==> src/rtl/t07_spi_esp32.sv <==
// rtl/t07_spi_esp32.sv - quad-wide serial frame receiver from the ESP32 co-processor
// Optional feature macro: T07_SPI_ESP32_VALID_STROBE_EN (adds one-cycle dataValid strobe)
module t07_spi_esp32 #(
  parameter int         SCLK_HALF   = 1,
  parameter logic [3:0] SYNC_NIBBLE = 4'hA
) (
  input  logic        clk,
  input  logic        nrst,
  input  logic [3:0]  ESP_in,
  output logic [5:0]  SPI_Address,
  output logic [31:0] dataForExtReg,
`ifdef T07_SPI_ESP32_VALID_STROBE_EN
  output logic        dataValid,
`endif
  output logic        SCLK_out
);

  localparam int CNT_W = (SCLK_HALF > 1) ? $clog2(SCLK_HALF) : 1;
  localparam logic [CNT_W-1:0] CNT_LAST = CNT_W'(SCLK_HALF - 1);

  typedef enum logic [1:0] {
    IDLE = 2'd0,
    ADDR = 2'd1,
    DATA = 2'd2
  } state_t;

  state_t            state;
  state_t            state_next;
  logic [CNT_W-1:0]  div_cnt;
  logic              div_wrap;
  logic              sample;
  logic [2:0]        nib_cnt;
  logic [2:0]        nib_cnt_next;
  logic              addr_en;
  logic              data_en;
  logic              commit;
  // Only the low 6 address bits survive; the top two fall off the shifter.
  logic [5:0]        addr_sh;
  // Seven data nibbles are held here; the eighth is appended at commit.
  logic [27:0]       data_sh;

  assign div_wrap = (div_cnt == CNT_LAST);
  // Sample on the edge that drives SCLK_out from 0 to 1.
  assign sample   = div_wrap && !SCLK_out;

  // Free-running SCLK divider, never gated by the FSM.
  always_ff @(posedge clk) begin
    if (nrst) begin
      div_cnt  <= '0;
      SCLK_out <= 1'b0;
    end else if (div_wrap) begin
      div_cnt  <= '0;
      SCLK_out <= !SCLK_out;
    end else begin
      div_cnt  <= div_cnt + 1'b1;
    end
  end

  // Frame state and nibble counter registers.
  always_ff @(posedge clk) begin
    if (nrst) begin
      state   <= IDLE;
      nib_cnt <= 3'd0;
    end else begin
      state   <= state_next;
      nib_cnt <= nib_cnt_next;
    end
  end

  // Next-state and datapath controls; payload nibbles equal to SYNC are plain data.
  always_comb begin
    state_next   = state;
    nib_cnt_next = nib_cnt;
    addr_en      = 1'b0;
    data_en      = 1'b0;
    commit       = 1'b0;
    if (sample) begin
      case (state)
        IDLE: begin
          if (ESP_in == SYNC_NIBBLE) begin
            state_next   = ADDR;
            nib_cnt_next = 3'd0;
          end
        end
        ADDR: begin
          addr_en = 1'b1;
          if (nib_cnt == 3'd1) begin
            state_next   = DATA;
            nib_cnt_next = 3'd0;
          end else begin
            nib_cnt_next = nib_cnt + 3'd1;
          end
        end
        DATA: begin
          if (nib_cnt == 3'd7) begin
            commit       = 1'b1;
            state_next   = IDLE;
            nib_cnt_next = 3'd0;
          end else begin
            data_en      = 1'b1;
            nib_cnt_next = nib_cnt + 3'd1;
          end
        end
        default: begin
          state_next   = IDLE;
          nib_cnt_next = 3'd0;
        end
      endcase
    end
  end

  // Address and data shift registers, MSB nibble first.
  always_ff @(posedge clk) begin
    if (nrst) begin
      addr_sh <= '0;
      data_sh <= '0;
    end else begin
      if (addr_en) addr_sh <= {addr_sh[1:0], ESP_in};
      if (data_en) data_sh <= {data_sh[23:0], ESP_in};
    end
  end

  // Output registers: updated only at commit, held otherwise.
  always_ff @(posedge clk) begin
    if (nrst) begin
      SPI_Address   <= '0;
      dataForExtReg <= '0;
    end else if (commit) begin
      SPI_Address   <= addr_sh;
      dataForExtReg <= {data_sh, ESP_in};
    end
  end

`ifdef T07_SPI_ESP32_VALID_STROBE_EN
  // One-cycle strobe aligned with the first cycle of new output values.
  always_ff @(posedge clk) begin
    if (nrst) dataValid <= 1'b0;
    else      dataValid <= commit;
  end
`endif

endmodule

==> config.mk <==
export PLATFORM = sky130hd
export DESIGN_NAME = t07_spi_esp32
export DESIGN_NICKNAME = d
export VERILOG_FILES = /design/src/rtl/t07_spi_esp32.sv
export SDC_FILE = /design/constraint.sdc
export NUM_CORES = 1
export LEC_CHECK = 0
export BUFFER_PORTS_ARGS = -buffer_cell sky130_fd_sc_hd__buf_2
export CAP_MARGIN = 20
export CORE_ASPECT_RATIO = 0.75
export CORE_MARGIN = 3
export CORE_UTILIZATION = 27
export CTS_BUF_LIST = sky130_fd_sc_hd__clkbuf_4 sky130_fd_sc_hd__clkbuf_8
export DETAILED_ROUTE_END_ITERATION = 10
export GPL_TIMING_DRIVEN = 0
export PLACE_DENSITY_LB_ADDON = 0.05
export SETUP_SLACK_MARGIN = 0.3
export SLEW_MARGIN = 20
export SYNTH_ARGS = -nofsm -noshare
export SYNTH_HDL_FRONTEND = slang
export SYNTH_SLANG_ARGS = --single-unit
export TNS_END_PERCENT = 1
==> constraint.sdc <==
create_clock -name clk -period 2.3 [get_ports clk]
set_input_delay 0.23 -clock clk [delete_from_list [all_inputs] [get_ports clk]]
set_output_delay 0.23 -clock clk [all_outputs]
set_load 0.005 [all_outputs]
Yosys cells after proc, flatten, opt, wreduce, memory -nomap -nowiden
Index checks and enable logic that the tools add are counted.
- equal/unequal tests: 8
- add/sub/neg operators: 2
- mux-type cells: 16
- bitwise operators: 1
- reductions and logical operators: 6
- operator list (kind ; count):
    $mux 3 ; 3
    $pmux 3 s3 ; 1
    $mux 1 ; 8
    $mux 2 ; 3
    $ne 2x2->1 const B ; 3
    $pmux 2 s3 ; 1
    $eq 4x4->1 const B ; 1
    $reduce_and 4->1 ; 1
    $add 3x1->3 const B ; 1
    $eq 3x1->1 const B ; 1
    $eq 3x3->1 const B ; 1
    $eq 2x1->1 const B ; 1
    $eq 2x2->1 const B ; 1
    $logic_not 2->1 ; 1
    $reduce_and 2->1 ; 1
    $reduce_or 2->1 ; 1
    $add 1x1->1 const B ; 1
    $logic_and 1x1->1 ; 1
    $logic_not 1->1 ; 1
    $not 1->1 ; 1
- word-level logic and storage cells: 41
- flip-flop bits (word level): 79
- output and inout bits: 39
- bits of input ports: 6

Longest topological paths before layout
- depth after elaboration: 4
- depth in mapped cells: 8
- depth with buffers taken out: 6

Worst setup path before layout
OpenSTA, ideal clock, no wires.
- path type: reg2reg
- from: reg nib_cnt[0]
- to: reg data_sh[10]
- cell stages (with the launch flop): 9
- library setup time: 132 ps
- required time: 2168 ps
- path buffers: 2
- setup slack: 591 ps
- period minus slack after synthesis: 1709 ps
- arrival: 1577 ps
- cells stage by stage: dfxtp_1 ha_1 ha_1 nand2b_1 or3_1 buf_2 buf_6 nand2_1 a21oi_1
- word-level cells in the longest chain between the ends: 4
- ends and longest elaborated chain (element ; RTL line ; source):
    from (decl) ; 32 ; logic [2:0] nib_cnt;
    from (signal assigned) ; 66 ; nib_cnt <= nib_cnt_next;
    $eq 3x3->1 ; 95 ; if (nib_cnt == 3'd7) begin
    $mux 1 ; 95 ;
    $mux 1 ; 78 ; case (state)
    $mux 1 ; 77 ; if (sample) begin
    to (signal assigned) ; 119 ; if (data_en) data_sh <= {data_sh[23:0], ESP_in};
    to (decl) ; 40 ; logic [27:0] data_sh;
Every way passes these cells.
A chain may end at the register's enable or synchronous reset.

Final worst setup path
- from: reg nib_cnt[0]
- to: reg data_sh[26]
Same word-level chain as after synthesis.

==> results.cfg <==
[sta]
hold_viol_final = 0
post-route-worst-setup-slack_ns = 0.437
timing.final.max_slew_violations = 0
fin_crit_sh_pct = 81.0
slew_headroom_pct = 54.3
finalSetupViolCount = 0
worst_pin_slew_ns = 0.681
finClkSkew_ns = 0.00663
tns_ns = 0
max_freq_ghz = 0.537
period_minus_slack_ns = 1.86
rsz0062_at_grt = false

[cts]
clock-root-buffer = clkbuf_8
cts_hold_buf = 0
path_clk_slew_ns = 0.07
tritoncts = built
htree_levels = 3
cts_buffers = 9
clk_latency_ns = 0.35
cts_buffer_depth = 2
cts_sinks = 79

[cells_and_area]
nets = 426
multiInputGateArea_mm2 = 0.00122
layout_common_cells = nand2_1, dfxtp_1, a21oi_1
regArea_mm2 = 0.00158
syn_to_final_growth_pct = 20.5
post-route-util_pct = 34.0
final_cell_area_mm2 = 0.00356
nFillCells = 1161
drive_above_1_share_pct = 18.5
final_common_cell = nand2_1
diodes = 0
fin_cells = 552

[power]
p_sw_share_pct = 22.0
p_switching_mw = 0.549
p_int_mw = 1.95
comb_power_share_pct = 2.4
clkPwrFrac_pct = 42.5
power_density_mw_per_mm2 = 702
power_leakage_nw = 1.34
peakVddDrop_mv = 0.346
p_seq_share_pct = 55.1

[placement]
place_area_mm2 = 0.00334
hpwl_um = 5220
gp_congestion = 0.771
dp_cells = 535
io_buffers = 43
dp_worst_setup_slack_ns = 0.417

[setup_path]
cp-end-kind = register
critPathMostFrequentCell = ha_1
crit_chain = ha_1 -> ha_1 -> nand2b_1 -> or3_1 -> buf_4 -> buf_6 -> nand2_1 -> a21oi_1
cp-start-kind = register
worst_ep_arrival_time_ns = 2.08
critPathMaxStageDelay_ns = 0.34
r2r_slack_ns = 0.44
critPathMaxFanout = 10
r2r_end = data_sh[26]
worst_r2r_path_depth = 8
r2r-start = nib_cnt[0]
cp_slowest_cell = dfxtp_1
critPathKind = register to register
cp.required_ns = 2.51

[hold_path]
min_to = data_sh[3]
hp-class = input pin to register
holdPathStages = 3
min_from = ESP_in[3]

[floorplanning]
rows = 32
ioPinCount = 45
die_area_mm2 = 0.0123
die_x_um = 127
start_util_pct = 28.2
core_area_mm2 = 0.0105
die_h_um = 96.6

[global_routing]
grt_overflow_total = 0
grt_pass1_vias = 2418
grt_pass1_wl_um = 12500
grt_antenna_before_repair = 0
gr-usage-all-layers_pct = 13.0
grt_max_degree = 13

[detailed_routing]
antenna_left = 0
via_count = 2448
drt_wl_total_um = 7460
dr.pass1.iters = 6
drt-vias-per-instance = 4.43
drtIter0Drc = 120
drc = 0
avgRoutedWirePerCell_um = 13.5

[yosys]
syn-num-nets = 370
synth_top_family_by_area = simple AND/OR/NAND/NOR gates
synth_mux_area_share_pct = 2.71
synth-seq-cells = 79
yosysSeqAreaShare_pct = 53.5
synth_xor_area_share_pct = 0.296
synth.distinct_cells = 29
yosys.area_share.adder_pct = 3.38
postSynthCellCount = 356
syn-cell-area_mm2 = 0.00296
synth.avg_cell_area_um2 = 8.31
yosysWarnings = 0
synthSimpleGateAreaFrac_pct = 22.3
synth_compound_area_share_pct = 12.5

[job]
maxCapViolations = 0

[run_status]
status = finished, final reports clean
[cell families after synthesis]
| family | after synthesis |
|---|---|
| buf+inv | 27 |
| mux | 8 |
| xor+xnor | 1 |
| flops | 79 |
| fa+ha+maj | 8 |
| other cells | 1 |
| simple gates | 159 |
| compound gates | 73 |
[repair_timing]
item | 4_1_cts | 5_1_grt
buffers inserted | 0 | 2
gates resized for setup | 0 | 3
setup endpoints to repair | 0 | 11
[worst max-delay path by stage]
| stage | endpoint | depth (start not counted) | from | slack, ns |
|---|---|---|---|---|
| 2_1_floorplan | data_sh[10] | 8 | nib_cnt[0] | 0.59 |
| 3_3_place_gp | data_sh[24] | 8 | nib_cnt[0] | 0.43 |
| 3_5_place_dp | data_sh[9] | 8 | nib_cnt[0] | 0.42 |
| 4_1_cts | data_sh[16] | 7 | nib_cnt[0] | 0.40 |
| 5_1_grt | data_sh[16] | 7 | nib_cnt[0] | 0.31 |
| 6_report | data_sh[26] | 8 | nib_cnt[0] | 0.44 |
[metal layers]
| metal | part of all wire (%) | GRT usage (%) | vias to the layer above |
|---|---|---|---|
| met1 | 53 | 18.6 | 1126 |
| li1 | - | - | 1268 |
| met2 | 41 | 18.3 | 44 |
| met5 | 0 | 0 | - |
| met4 | 1.3 | 3.96 | 0 |
| met3 | 4.6 | 4.53 | 10 |
[critical path, delay by kind of cell (launching register included)]
family / cells / cell delay [ns]
buf+inv: 2 / 0.34
simple gates: 3 / 0.58
flops: 1 / 0.34
fa+ha+maj: 2 / 0.41
compound gates: 1 / 0.06
[power groups by stage]
stage	combinational, mW	sequential (mW)	clock, mW
after global routing	0.0686	1.38	1.17
after CTS	0.0619	1.38	1.12
final	0.0597	1.38	1.06
after floorplan	0.0348	1.41	0
after global placement	0.0621	1.41	0
after detailed placement	0.0618	1.41	0
[cell usage after synthesis, drive strengths merged]
| library cell | number | area [um^2] |
|---|---|---|
| a21oi | 69 | 345 |
| and3 | 1 | 6.26 |
| and4bb | 1 | 12.5 |
| buf | 14 | 104 |
| clkbuf | 8 | 30.0 |
| conb | 1 | 3.75 |
| dfxtp | 79 | 1580 |
| ha | 8 | 100 |
| inv | 5 | 18.8 |
| mux2i | 8 | 80.1 |
| nand2 | 135 | 507 |
| nand2b | 5 | 31.3 |
| nand3 | 1 | 5.00 |
| nand4 | 1 | 6.26 |
| nand4b | 2 | 17.5 |
| nor2 | 9 | 36.3 |
| nor2b | 1 | 6.26 |
| nor3 | 2 | 26.3 |
| o21a | 1 | 7.51 |
| o21ai | 2 | 10.0 |
| o21bai | 1 | 7.51 |
| or3 | 1 | 6.26 |
| xor2 | 1 | 8.76 |
[through the flow]
stage / hold slack, ns / power, mW
2_1_floorplan: 0.366 / 1.44
3_3_place_gp: 0.442 / 1.47
3_5_place_dp: 0.444 / 1.47
4_1_cts: 0.141 / 2.56
5_1_grt: 0.140 / 2.62
6_report: 0.164 / 2.50
[area by class of cell]
| cell class | count | share of cell area [%] |
|---|---|---|
| multi-input combinational | 250 | 34.3 |
| timing repair buffer | 45 | 6.46 |
| clock buffer | 12 | 4.46 |
| tap | 136 | 4.77 |
| clock inverter | 3 | 1.19 |
| buffer | 22 | 3.90 |
| inverter | 5 | 0.527 |
| sequential | 79 | 44.4 |
[registers in the layout, summed over array words and instances, names as in the netlist]
name and count:
dataForExtReg 32, data_sh 28, SPI_Address 6, addr_sh 6
nib_cnt 3, state 2, SCLK_out 1, div_cnt 1
Note: power is estimated with default switching activity, not from simulation.
